$ cat config.mk
export PLATFORM = sky130hd
export DESIGN_NAME = crop_frame_sequencer
export DESIGN_NICKNAME = d
export VERILOG_FILES = /design/src/rtl/crop_frame_sequencer.sv
export SDC_FILE = /design/constraint.sdc
export NUM_CORES = 1
export LEC_CHECK = 0
export ABC_CLOCK_PERIOD_IN_PS = 7600
export BUFFER_PORTS_ARGS = -buffer_cell sky130_fd_sc_hd__buf_2
export CORE_ASPECT_RATIO = 0.7
export CORE_MARGIN = 1.5
export CORE_UTILIZATION = 40
export CTS_CLUSTER_DIAMETER = 150
export CTS_CLUSTER_SIZE = 14
export DETAILED_ROUTE_END_ITERATION = 10
export GPL_ROUTABILITY_DRIVEN = 1
export PLACE_DENSITY = 0.59
export SYNTH_ARGS = -nofsm -noshare
export SYNTH_HDL_FRONTEND = slang
export SYNTH_SLANG_ARGS = --single-unit
$ cat constraint.sdc
create_clock -name clk -period 7.6 [get_ports clk]
set_clock_uncertainty 0.1 [all_clocks]
set_input_delay 1.52 -clock clk [delete_from_list [all_inputs] [get_ports clk]]
set_output_delay 1.52 -clock clk [all_outputs]
set_load 0.02 [all_outputs]
$ cat src/rtl/crop_frame_sequencer.sv
// Per-frame crop controller: queues crop origins, tracks the raster position and forwards in-window pixels.
// Optional build macro CROP_SEQ_STATS_EN adds frame_count/drop_count statistics outputs.
module crop_frame_sequencer #(
  parameter int unsigned PIXEL_BIT_WIDTH = 12,
  parameter int unsigned IN_ROWS         = 40,
  parameter int unsigned IN_COLS         = 40,
  parameter int unsigned OUT_ROWS        = 20,
  parameter int unsigned OUT_COLS        = 20,
  parameter int unsigned REQ_DEPTH       = 4,
  parameter int unsigned YW              = $clog2(IN_ROWS),
  parameter int unsigned XW              = $clog2(IN_COLS)
) (
  input  logic                       clk,
  input  logic                       reset,
  input  logic                       cfg_valid,
  output logic                       cfg_ready,
  input  logic [YW-1:0]              cfg_y,
  input  logic [XW-1:0]              cfg_x,
  output logic                       cfg_err,
  input  logic [PIXEL_BIT_WIDTH-1:0] pixel_in,
  input  logic                       in_valid,
  output logic                       in_ready,
  output logic [PIXEL_BIT_WIDTH-1:0] pixel_out,
  output logic                       out_valid,
  input  logic                       out_ready,
  output logic                       out_last,
  output logic                       busy
`ifdef CROP_SEQ_STATS_EN
  ,
  output logic [31:0]                frame_count,
  output logic [31:0]                drop_count
`endif
);

  localparam int unsigned AW = $clog2(REQ_DEPTH);
  localparam int unsigned CW = AW + 1;
  localparam int unsigned YE = YW + 1;
  localparam int unsigned XE = XW + 1;

  localparam logic [0:0] S_IDLE   = 1'b0;
  localparam logic [0:0] S_STREAM = 1'b1;

  logic [YW-1:0] qy_q [REQ_DEPTH];
  logic [YW-1:0] qy_d [REQ_DEPTH];
  logic [XW-1:0] qx_q [REQ_DEPTH];
  logic [XW-1:0] qx_d [REQ_DEPTH];
  logic [AW-1:0] wr_ptr_q, wr_ptr_d, rd_ptr_q, rd_ptr_d;
  logic [CW-1:0] count_q, count_d;
  logic          full_q, full_d;
  logic          cfg_err_q, cfg_err_d;

  logic [0:0]    state_q, state_d;
  logic [YW-1:0] row_q, row_d, y0_q, y0_d;
  logic [XW-1:0] col_q, col_d, x0_q, x0_d;

  logic [PIXEL_BIT_WIDTH-1:0] pixel_out_q, pixel_out_d;
  logic          out_valid_q, out_valid_d;
  logic          out_last_q, out_last_d;

  logic          cfg_ok, cfg_fire, push, pop, empty;
  logic [YE-1:0] row_e, y0_e, y_hi;
  logic [XE-1:0] col_e, x0_e, x_hi;
  logic          inwin, win_last, accept, load, last_col, last_row;

  // Request legality and queue handshakes
  always_comb begin
    cfg_ok   = ((YE'(cfg_y) + YE'(OUT_ROWS)) <= YE'(IN_ROWS)) &&
               ((XE'(cfg_x) + XE'(OUT_COLS)) <= XE'(IN_COLS));
    cfg_fire = cfg_valid & ~full_q;
    push     = cfg_fire & cfg_ok;
    empty    = (count_q == CW'(0));
    pop      = (state_q == S_IDLE) & ~empty;
  end

  // Window test on widened indices so the upper bounds cannot wrap
  always_comb begin
    row_e    = YE'(row_q);
    y0_e     = YE'(y0_q);
    y_hi     = y0_e + YE'(OUT_ROWS);
    col_e    = XE'(col_q);
    x0_e     = XE'(x0_q);
    x_hi     = x0_e + XE'(OUT_COLS);
    inwin    = (row_e >= y0_e) && (row_e < y_hi) && (col_e >= x0_e) && (col_e < x_hi);
    win_last = (row_e == (y_hi - YE'(1))) && (col_e == (x_hi - XE'(1)));
    last_col = (col_q == XW'(IN_COLS - 1));
    last_row = (row_q == YW'(IN_ROWS - 1));
    in_ready = (state_q == S_STREAM) & (~inwin | ~out_valid_q | out_ready);
    accept   = in_valid & in_ready;
    load     = accept & inwin;
  end

  // Request queue next state
  always_comb begin
    qy_d      = qy_q;
    qx_d      = qx_q;
    wr_ptr_d  = wr_ptr_q;
    rd_ptr_d  = rd_ptr_q;
    count_d   = count_q;
    cfg_err_d = cfg_fire & ~cfg_ok;
    if (push) begin
      qy_d[wr_ptr_q] = cfg_y;
      qx_d[wr_ptr_q] = cfg_x;
      wr_ptr_d       = wr_ptr_q + AW'(1);
    end
    if (pop) begin
      rd_ptr_d = rd_ptr_q + AW'(1);
    end
    case ({push, pop})
      2'b10:   count_d = count_q + CW'(1);
      2'b01:   count_d = count_q - CW'(1);
      default: count_d = count_q;
    endcase
    full_d = (count_d == CW'(REQ_DEPTH));
  end

  // Frame FSM and raster counters
  always_comb begin
    state_d = state_q;
    row_d   = row_q;
    col_d   = col_q;
    y0_d    = y0_q;
    x0_d    = x0_q;
    case (state_q)
      S_IDLE: begin
        if (pop) begin
          y0_d    = qy_q[rd_ptr_q];
          x0_d    = qx_q[rd_ptr_q];
          row_d   = '0;
          col_d   = '0;
          state_d = S_STREAM;
        end
      end
      S_STREAM: begin
        if (accept) begin
          if (last_col) begin
            col_d = '0;
            if (last_row) begin
              row_d   = '0;
              state_d = S_IDLE;
            end else begin
              row_d = row_q + YW'(1);
            end
          end else begin
            col_d = col_q + XW'(1);
          end
        end
      end
    endcase
  end

  // Output register runs independently of the FSM so it can drain across frames
  always_comb begin
    out_valid_d = load | (out_valid_q & ~out_ready);
    pixel_out_d = load ? pixel_in : pixel_out_q;
    if (load) begin
      out_last_d = win_last;
    end else if (out_valid_q & ~out_ready) begin
      out_last_d = out_last_q;
    end else begin
      out_last_d = 1'b0;
    end
  end

  always_ff @(posedge clk) begin
    if (reset) begin
      wr_ptr_q    <= '0;
      rd_ptr_q    <= '0;
      count_q     <= '0;
      full_q      <= 1'b0;
      cfg_err_q   <= 1'b0;
      state_q     <= S_IDLE;
      row_q       <= '0;
      col_q       <= '0;
      y0_q        <= '0;
      x0_q        <= '0;
      out_valid_q <= 1'b0;
      out_last_q  <= 1'b0;
      pixel_out_q <= '0;
    end else begin
      wr_ptr_q    <= wr_ptr_d;
      rd_ptr_q    <= rd_ptr_d;
      count_q     <= count_d;
      full_q      <= full_d;
      cfg_err_q   <= cfg_err_d;
      state_q     <= state_d;
      row_q       <= row_d;
      col_q       <= col_d;
      y0_q        <= y0_d;
      x0_q        <= x0_d;
      out_valid_q <= out_valid_d;
      out_last_q  <= out_last_d;
      pixel_out_q <= pixel_out_d;
    end
  end

  // Queue payload needs no reset; occupancy is tracked by count_q
  always_ff @(posedge clk) begin
    qy_q <= qy_d;
    qx_q <= qx_d;
  end

`ifdef CROP_SEQ_STATS_EN
  logic [31:0] frame_count_q, frame_count_d;
  logic [31:0] drop_count_q, drop_count_d;

  always_comb begin
    frame_count_d = frame_count_q + 32'(accept & last_row & last_col);
    drop_count_d  = drop_count_q + 32'(accept & ~inwin);
  end

  always_ff @(posedge clk) begin
    if (reset) begin
      frame_count_q <= '0;
      drop_count_q  <= '0;
    end else begin
      frame_count_q <= frame_count_d;
      drop_count_q  <= drop_count_d;
    end
  end

  assign frame_count = frame_count_q;
  assign drop_count  = drop_count_q;
`endif

  assign cfg_ready = ~full_q;
  assign cfg_err   = cfg_err_q;
  assign pixel_out = pixel_out_q;
  assign out_valid = out_valid_q;
  assign out_last  = out_last_q;
  assign busy      = (state_q == S_STREAM);

endmodule

==> qor.csv, run 1 <==
stage;metric;value;unit
outcome;status;finished clean;
cells_and_area;fin_nets;561;
logic_synthesis;synth_top_area_cell;edfxtp_1;
logic_synthesis;synthCells;454;
cts;clk_latency;0.35;ns
logic_synthesis;ys_types;59;
detailed_routing;dr.pass1.iters;5;
cells_and_area;drive_above_1_share;17.2;%
die;dieHeight;96.3;µm
worst_setup_path;worst-path-max-fanout;10;
worst_setup_path;crit_type;reg2out;
global_routing;antenna_found_initial;0;
logic_synthesis;syn_area;4970;µm²
die;num_rows;33;
timing;worst_slew_pin_slew;0.928;ns
global_routing;grt_util_met3;3.53;%
detailed_routing;first_iter_violations;201;
global_routing;grt_first_pass_wirelength;16.9;mm
power;ir_drop;0.188;mV
logic_synthesis;seq_area_frac_synth;48.3;%
cts;cts_resized;0;
timing;final.min_clock_period;4.56;ns
timing;maxSlewHeadroom;38.1;%
global_routing;grt_max_degree;46;
timing;period_share;60.0;%
detailed_routing;totalWireLength;10.1;mm
timing;rsz0062_at_grt;no;
worst_setup_path;start_kind;register;
cts;tritoncts.num_buffers;9;
cts;cts-root-buf;clkbuf_16;
cts;path_clk_slew;0.07;ns
cts;clockBufferDepth;2;
logic_synthesis;synth_nets;520;
min_path;worst_hold_path_type;reg2reg;
die;pin_count;47;
power;power.leakage;2.15;nW
die;dieWidth;136;µm
logic_synthesis;syn_area_per_cell;11.0;µm²
die;start_util;41.7;%
global_routing;grt_usage;16.8;%
detailed_routing;routed_via_density;5.19;
global_routing;grt_pass1_vias;3324;
logic_synthesis;yosys-top-cells-area;edfxtp_1 29%, dfxtp_1 19%, ha_1 9.1%;
logic_synthesis;async_flop_share;0;%
logic_synthesis;synth_top_cell_area_share;29.0;%
cts;postCtsSetupRepairBufs;0;
detailed_routing;drcViolationCount;0;
cells_and_area;num_antenna_cells;0;
logic_synthesis;synth_ff_type;edfxtp_1;
job;maxCapViolations;0;
global_routing;busiest_layer;met2;
global_routing;met1_usage;24.8;%
worst_setup_path;cp.arrival;2.94;ns
global_routing;grt.overflow.total;0;
cts;htree_levels;3;
detailed_routing;vias;3409;
logic_synthesis;synthMostInstantiatedCell;nand2_1;
timing;finalSetupViolCount;0;
detailed_routing;routedWlPerCell;15.3;µm
timing;tns;0;ns
cells_and_area;syn_to_final_growth;12.6;%
placement;io_buffers;46;
cts;hold_buffers;0;
power;cellPowerDensity;329;nW/µm²
global_routing;met2_usage;25.1;%
timing;slew_violations;0;
logic_synthesis;synth-seq-cells;96;
worst_setup_path;end_kind;primary output;
timing;finalHoldViolations;0;
cts;cts_tree;done;
placement;place_hpwl;7.18;mm
logic_synthesis;synth_edf_count;48;
logic_synthesis;synth_common_cells;50 x nand2_1, 48 x dfxtp_1, 48 x edfxtp_1, 41 x nor2_1, 36 x ha_1;
detailed_routing;ant_nets;0;
worst_setup_path;worst_ep_required_time;5.98;ns
timing;fmax;219;MHz
cts;clkSinkCount;96;
placement;gp_congestion;0.806;
logic_synthesis;yosys_warnings;0;
die;die_area;13100;µm²
cells_and_area;post-route-util;47.0;%
die;core;11900;µm²
-- worst paths after layout --
path,start,end,slack [ns],cells after the start
max,y0_q[2],in_ready,3.04,9
min,x0_q[1],x0_q[1],0.36,2
max reg2reg,y0_q[2],pixel_out[9],4.00,10
min reg2reg,x0_q[1],x0_q[1],0.36,2
-- per-layer routing --
metal  share of wire (%)  vias to the layer above  wire length (µm)
li1                    -                     1705                 -
met1                  52                     1625              5240
met2                  43                       69              4290
met3                 4.2                       10               423
met4                 1.1                        0               109
met5                   0                        -                 0
-- final cells by class --
class,instances,area (µm²)
Tap cell,157,196
Clock buffer,13,283
Inverter,31,116
Timing Repair Buffer,47,238
Sequential cell,96,2400
Fill cell,1085,6330
Clock inverter,3,20.0
Multi-Input combinational cell,310,2350
-- cells in the final DEF (no fill, tap or decap), types with 4 or more instances in the layout --
cell type | synthesis | layout
a21o_1 | 4 | 4
a21oi_1 | 24 | 24
a31oi_1 | 7 | 7
a41oi_1 | 4 | 4
and2_1 | 5 | 5
buf_2 | 2 | 46
clkbuf_16 | 0 | 11
dfxtp_1 | 48 | 48
edfxtp_1 | 48 | 48
ha_1 | 36 | 36
inv_1 | 30 | 30
mux2i_1 | 16 | 16
mux4_2 | 12 | 12
nand2_1 | 50 | 50
nand2b_1 | 4 | 4
nand3_1 | 9 | 9
nand4_1 | 4 | 4
nor2_1 | 41 | 41
nor2b_1 | 5 | 5
nor3_1 | 8 | 8
nor4_1 | 4 | 4
o21ai_0 | 10 | 10
xnor2_1 | 18 | 18
xor2_1 | 10 | 10
-- power by group --
| group | total, W | internal (W) | switching (W) |
|---|---|---|---|
| Combinational | 0.000695 | 0.000287 | 0.000408 |
| Sequential | 0.000686 | 0.000600 | 0.0000858 |
| Clock | 0.000460 | 0.000263 | 0.000197 |
-- metrics by stage --
step / instance area (µm²) / power, W / hold WS (ns) / instances / setup slack (ns)
6_report: 5600 / 0.00184 / 0.365 / 657 / 3.04
5_1_grt: 5600 / 0.00197 / 0.383 / 657 / 2.89
4_1_cts: 5600 / 0.00186 / 0.364 / 657 / 3.05
3_5_place_dp: 5300 / 0.00139 / 0.355 / 641 / 3.10
3_3_place_gp: 5300 / 0.00138 / 0.352 / 641 / 3.16
2_1_floorplan: 4970 / 0.00123 / 0.336 / 454 / 3.54
-- registers in the layout (all words and copies together) (netlist names) --
name       count
qx_q          24
qy_q          24
pixel_out     12
col_q          6
row_q          6
x0_q           6
y0_q           6
count_q        3
rd_ptr_q       2
wr_ptr_q       2
busy           1
cfg_err        1
full_q         1
out_last       1
out_valid      1
-- kinds of logic after synthesis --
group,count (synthesis),share of synthesized area (%)
AOI/OAI and AO/OA,74,10.7
muxes,29,8.95
adders and majority gates,37,9.46
buffers and inverters,48,4.53
xor gates and xnor gates,28,4.93
and+or+nand+nor,142,13.1
DFF,96,48.3
-- critical path: stages (launching register included) --
cell	delay [ns]
dfxtp_1	0.56
ha_1	0.32
inv_1	0.08
ha_1	0.24
a21o_1	0.16
a21oi_1	0.18
a32oi_2	0.18
a2111oi_4	0.53
a31oi_1	0.15
buf_2	0.20
Note: power is estimated with default switching activity, not from simulation.
==> run 2: changes to the inputs <==
- ABC_CLOCK_PERIOD_IN_PS: 7600 -> 4460
- clock period: 7.6 -> 4.46 ns (I/O delays scaled with it)
==> run 2 against run 1 <==
Register-to-register slack worse by 3.1 ns. Combinational power increased by 71%. Clock power increased by 81%. Sequential cell count unchanged. Critical path depth fell by 1. Total power rose by 73%. Hold slack gained 0.0024 ns. Via count grew 1.5%. Non-clock buffer count increased by 1. Design area rose by 0.74%. Final cell count rose by 0.15%. Critical path type unchanged. Largest power group unchanged. Highest routed layer unchanged.
==> qor.csv, run 2 (synthesis results as in run 1) <==
stage;metric;value;unit;change
detailed_routing;ant_nets;0;;unchanged
global_routing;grt_max_degree;46;;unchanged
power;power.total;0.00319;W;+73%
global_routing;grt_pass1_vias;3230;;-2.8%
cells_and_area;post-route-util;47.3;%;+0.35 points
placement;io_buffers;46;;unchanged
cells_and_area;num_antenna_cells;0;;unchanged
worst_setup_path;start_kind;register;;
timing;maxSlewHeadroom;36.3;%;-1.7 points
detailed_routing;dr.pass1.iters;5;;unchanged
power;power.leakage;2.17;nW;+1.1%
detailed_routing;vias;3461;;+1.5%
timing;finalHoldViolations;0;;unchanged
power;ir_drop;0.305;mV;+62%
worst_setup_path;r2r_cells;9;;-1
worst_setup_path;worst_ep_required_time;3.47;ns;-2.51 ns
timing;postLayoutSetupSlackWorst;0.533;ns;-2.51 ns
outcome;status;finished clean;;
cts;htree_levels;3;;unchanged
detailed_routing;totalWireLength;10.0;mm;-0.64%
timing;slew_violations;0;;unchanged
die;dieHeight;96.3;µm;unchanged
detailed_routing;routedWlPerCell;15.2;µm;-0.79%
worst_setup_path;r2r_start;y0_q[2];;
global_routing;grt_usage;16.2;%;-0.59 points
detailed_routing;wl_met1;5.05;mm;-3.8%
cells_and_area;fin_nets;562;;+0.18%
die;dieWidth;136;µm;unchanged
timing;final.min_clock_period;3.93;ns;
min_path;min-delay-start;x0_q[1];;
worst_setup_path;crit_type;reg2out;;
placement;place.detailed.instances;642;;+0.16%
timing;rsz0062_at_grt;no;;
placement;place_ws;0.808;ns;-2.30 ns
detailed_routing;drcViolationCount;0;;unchanged
detailed_routing;routed_via_density;5.26;;+1.4%
min_path;hold_depth;2;;unchanged
timing;finalSetupViolCount;0;;unchanged
cts;clockBufferDepth;2;;unchanged
cts;hold_buffers;0;;unchanged
die;start_util;41.7;%;unchanged
cells_and_area;num-fill-cells;1077;;-0.74%
die;die_area;13100;µm²;unchanged
die;core;11900;µm²;unchanged
timing;fmax;255;MHz;
detailed_routing;routed.top_layer;met4;;
worst_setup_path;r2r_end;pixel_out[11];;
power;cellPowerDensity;565;nW/µm²;+72%
min_path;hold-path-endpoint;x0_q[1];;
cts;cts-root-buf;clkbuf_16;;
cts;clk_latency;0.34;ns;about the same
global_routing;antenna_found_initial;0;;unchanged
cells_and_area;mostFrequentLayoutCells;50 x nand2_1, 48 x dfxtp_1, 48 x edfxtp_1;;
cts;postCtsSetupRepairBufs;0;;unchanged
cts;path_clk_slew;0.07;ns;about the same
worst_setup_path;ff2ff_setup_slack;0.89;ns;-3.11 ns
die;pin_count;47;;unchanged
worst_setup_path;worst-path-max-fanout;10;;unchanged
global_routing;grt_first_pass_wirelength;16.3;mm;-4.0%
cells_and_area;drive_above_1_share;17.8;%;+0.56 points
worst_setup_path;setup.worst_path.start;y0_q[2];;
die;num_rows;33;;unchanged
timing;period_share;88.1;%;
cts;clkSinkCount;96;;unchanged
placement;place_hpwl;7.17;mm;about the same
cells_and_area;syn_to_final_growth;13.5;%;
cells_and_area;fin_cells;658;;+0.15%
cts;tritoncts.num_buffers;9;;unchanged
cells_and_area;final_common_cell;nand2_1;;
job;maxCapViolations;0;;unchanged
worst_setup_path;cp.arrival;2.94;ns;about the same
worst_setup_path;end_kind;primary output;;
detailed_routing;met2_length;4.42;mm;+2.9%
timing;worst_slew_pin_slew;0.954;ns;+0.0258 ns
detailed_routing;first_iter_violations;302;;+50%
detailed_routing;met3_length;505;µm;+19%
min_path;worst_hold_path_type;reg2reg;;
cts;cts_tree;done;;
cts;cts_resized;0;;unchanged
timing;tns;0;ns;unchanged
placement;gp_congestion;0.791;;-1.9%
global_routing;grt.overflow.total;0;;unchanged
run 2: through the flow:
step                      area (µm²)  hold WS [ns]
after floorplan                 4970         0.336
after global routing            5640         0.397
after CTS                       5640         0.369
final                           5640         0.367
after global placement          5310         0.356
after detailed placement        5310         0.358
run 2: report_power, final:
group / switching, W / internal, W / total (W)
sequential: 0.000146 / 0.00102 / 0.00117
combinational: 0.000695 / 0.000491 / 0.00119
clock: 0.000335 / 0.000499 / 0.000834
total: 0.00118 / 0.00201 / 0.00319
run 2: how the worst max path moves through the flow:
stage / cells after the start / to / slack [ns]
floorplan: 15 / full_q / 1.02
finish: 8 / in_ready / 0.53
detailed placement: 17 / full_q / 0.81
global route: 8 / in_ready / 0.29
CTS: 8 / in_ready / 0.52
global placement: 16 / full_q / 0.94
run 2: cell type report:
cell class	count	area (µm²)	area share, %
Tap cell	157	196	3.48
Clock buffer	13	314	5.56
Multi-Input combinational cell	310	2350	41.6
Inverter	31	116	2.06
Timing Repair Buffer	48	245	4.34
Clock inverter	3	22.5	0.399
Sequential cell	96	2400	42.6
run 2: metal layers:
layer / global-route usage [%] / up-vias
met5: 0 / -
met1: 23.1 / 1677
met2: 25.5 / 70
li1: - / 1710
met4: 2.13 / 0
met3: 4.27 / 4
run 2: worst max-delay path: stages, from the launching register on:
cell	delay (ns)
dfxtp_1	0.56
ha_1	0.33
xor2_1	0.23
ha_1	0.28
a21oi_1	0.16
a32oi_2	0.16
a2111oi_4	0.51
a31oi_1	0.16
buf_2	0.20
==> run 3: changes to the inputs <==
- ABC_CLOCK_PERIOD_IN_PS: 4460 -> 4800
- SLEW_MARGIN: not set -> 20
- clock period: 4.46 -> 4.8 ns (I/O delays scaled with it)
==> run 3 against run 2 <==
Design area decreased by 0.82%. Hold slack got worse by 0.0020 ns. Sequential cell count did not move. Sequential power decreased by 8%. Wire length up 0.27%. Critical path type unchanged. Largest power group unchanged.
==> qor.csv, run 3 (synthesis results as in run 1) <==
stage;metric;value;unit;change
worst_setup_path;ff2ff_setup_slack;1.20;ns;+0.31 ns
cts;cts-root-buf;clkbuf_16;;
worst_setup_path;worst_ep_required_time;3.74;ns;+0.27 ns
timing;period_share;83.7;%;
worst_setup_path;worst-path-max-fanout;10;;unchanged
detailed_routing;drcViolationCount;0;;unchanged
timing;final.min_clock_period;4.02;ns;
global_routing;grt_max_degree;46;;unchanged
power;ir_drop;0.226;mV;-26%
timing;worst_slew_pin_slew;0.951;ns;-0.00220 ns
worst_setup_path;r2r_end;pixel_out[6];;
cts;tritoncts.num_buffers;9;;unchanged
die;pin_count;47;;unchanged
global_routing;grt.overflow.total;0;;unchanged
timing;rsz0062_at_grt;no;;
power;power.leakage;2.15;nW;-0.86%
cells_and_area;mostFrequentLayoutCells;50 x nand2_1, 48 x dfxtp_1, 48 x edfxtp_1;;
placement;place_hpwl;7.21;mm;+0.49%
cells_and_area;fin_nets;561;;-0.18%
detailed_routing;first_iter_violations;164;;-46%
cells_and_area;num_antenna_cells;0;;unchanged
cts;hold_buffers;0;;unchanged
min_path;min-delay-start;x0_q[1];;
cts;htree_levels;3;;unchanged
global_routing;grt_usage;17.0;%;+0.80 points
cts;clockBufferDepth;2;;unchanged
die;num_rows;33;;unchanged
die;die_area;13100;µm²;unchanged
detailed_routing;routedWlPerCell;15.3;µm;+0.42%
detailed_routing;dr.pass1.iters;4;;-1
global_routing;grt_first_pass_wirelength;17.0;mm;+4.6%
power;cellPowerDensity;522;nW/µm²;-7.7%
worst_setup_path;crit_type;reg2out;;
cells_and_area;drive_above_1_share;17.4;%;-0.36 points
job;maxCapViolations;0;;unchanged
timing;finalHoldViolations;0;;unchanged
cells_and_area;syn_to_final_growth;12.5;%;
cts;clk_latency;0.35;ns;about the same
cts;cts_resized;0;;unchanged
cts;clkSinkCount;96;;unchanged
cells_and_area;post-route-util;46.9;%;-0.39 points
detailed_routing;totalWireLength;10.0;mm;+0.27%
min_path;hold-path-endpoint;x0_q[1];;
placement;io_buffers;46;;unchanged
die;start_util;41.7;%;unchanged
cts;path_clk_slew;0.07;ns;about the same
worst_setup_path;cp.arrival;2.96;ns;+0.02 ns
worst_setup_path;r2r_cells;10;;+1
timing;tns;0;ns;unchanged
global_routing;antenna_found_initial;0;;unchanged
die;core;11900;µm²;unchanged
timing;slew_violations;0;;unchanged
timing;postLayoutSetupSlackWorst;0.785;ns;+0.252 ns
min_path;hold_depth;2;;unchanged
power;power.total;0.00292;W;-8.4%
worst_setup_path;r2r_start;y0_q[2];;
timing;fmax;249;MHz;
detailed_routing;vias;3425;;-1.0%
cells_and_area;fin_cells;657;;-0.15%
placement;place_ws;0.742;ns;-0.0658 ns
worst_setup_path;start_kind;register;;
detailed_routing;ant_nets;0;;unchanged
timing;maxSlewHeadroom;36.5;%;+0.15 points
detailed_routing;routed_via_density;5.21;;-0.89%
min_path;worst_hold_path_type;reg2reg;;
timing;finalSetupViolCount;0;;unchanged
outcome;status;finished clean;;
die;dieHeight;96.3;µm;unchanged
die;dieWidth;136;µm;unchanged
placement;place.detailed.instances;641;;-0.16%
worst_setup_path;end_kind;primary output;;
placement;gp_congestion;0.799;;+1.1%
global_routing;grt_pass1_vias;3404;;+5.4%
cells_and_area;final_common_cell;nand2_1;;
cts;cts_tree;done;;
cts;postCtsSetupRepairBufs;0;;unchanged
run 3: per-layer routing:
layer | wire [µm] | part of all wire, % | global-route usage [%]
met1 | 5080 | 51 | 23.8
met2 | 4370 | 44 | 26.3
met3 | 488 | 4.9 | 4.74
met4 | 92 | 0.92 | 3.81
met5 | 0 | 0 | 0
run 3: cell type report:
cell class,instances,area [µm²]
sequential,96,2400
multi-input combinational,310,2350
clock buffer,11,244
timing repair buffer,47,238
inverter,31,116
clock inverter,5,53.8
tap,157,196
fill,1099,6330
run 3: per-stage QoR:
| step | hold WS, ns | cell area [µm²] |
|---|---|---|
| finish | 0.365 | 5600 |
| global route | 0.408 | 5600 |
| CTS | 0.367 | 5600 |
| detailed placement | 0.357 | 5300 |
| global placement | 0.357 | 5300 |
| floorplan | 0.336 | 4970 |
run 3: where the power goes:
part | switching (W) | leakage [nW] | internal [W]
sequential | 0.000131 | 0.822 | 0.000951
clock | 0.000305 | 0.155 | 0.000420
combinational | 0.000658 | 1.18 | 0.000456
total | 0.00109 | 2.15 | 0.00183
run 3: worst max-delay path by stage:
| stage | start | to | slack, ns | cells past startpoint |
|---|---|---|---|---|
| after floorplan | cfg_x[3] | full_q | 1.30 | 15 |
| after global placement | cfg_x[3] | full_q | 0.90 | 16 |
| after detailed placement | cfg_x[3] | full_q | 0.74 | 16 |
| after CTS | y0_q[2] | in_ready | 0.78 | 9 |
| after global routing | y0_q[2] | in_ready | 0.58 | 8 |
| final | y0_q[2] | in_ready | 0.78 | 9 |
run 3: worst max-delay path, stage by stage, from the launching register on:
cell and delay [ns]:
dfxtp_1 0.55, ha_1 0.32, inv_1 0.09, ha_1 0.24, a21o_1 0.17, a21oi_1 0.18
a32oi_2 0.16, a2111oi_4 0.54, a31oi_1 0.16, buf_2 0.20
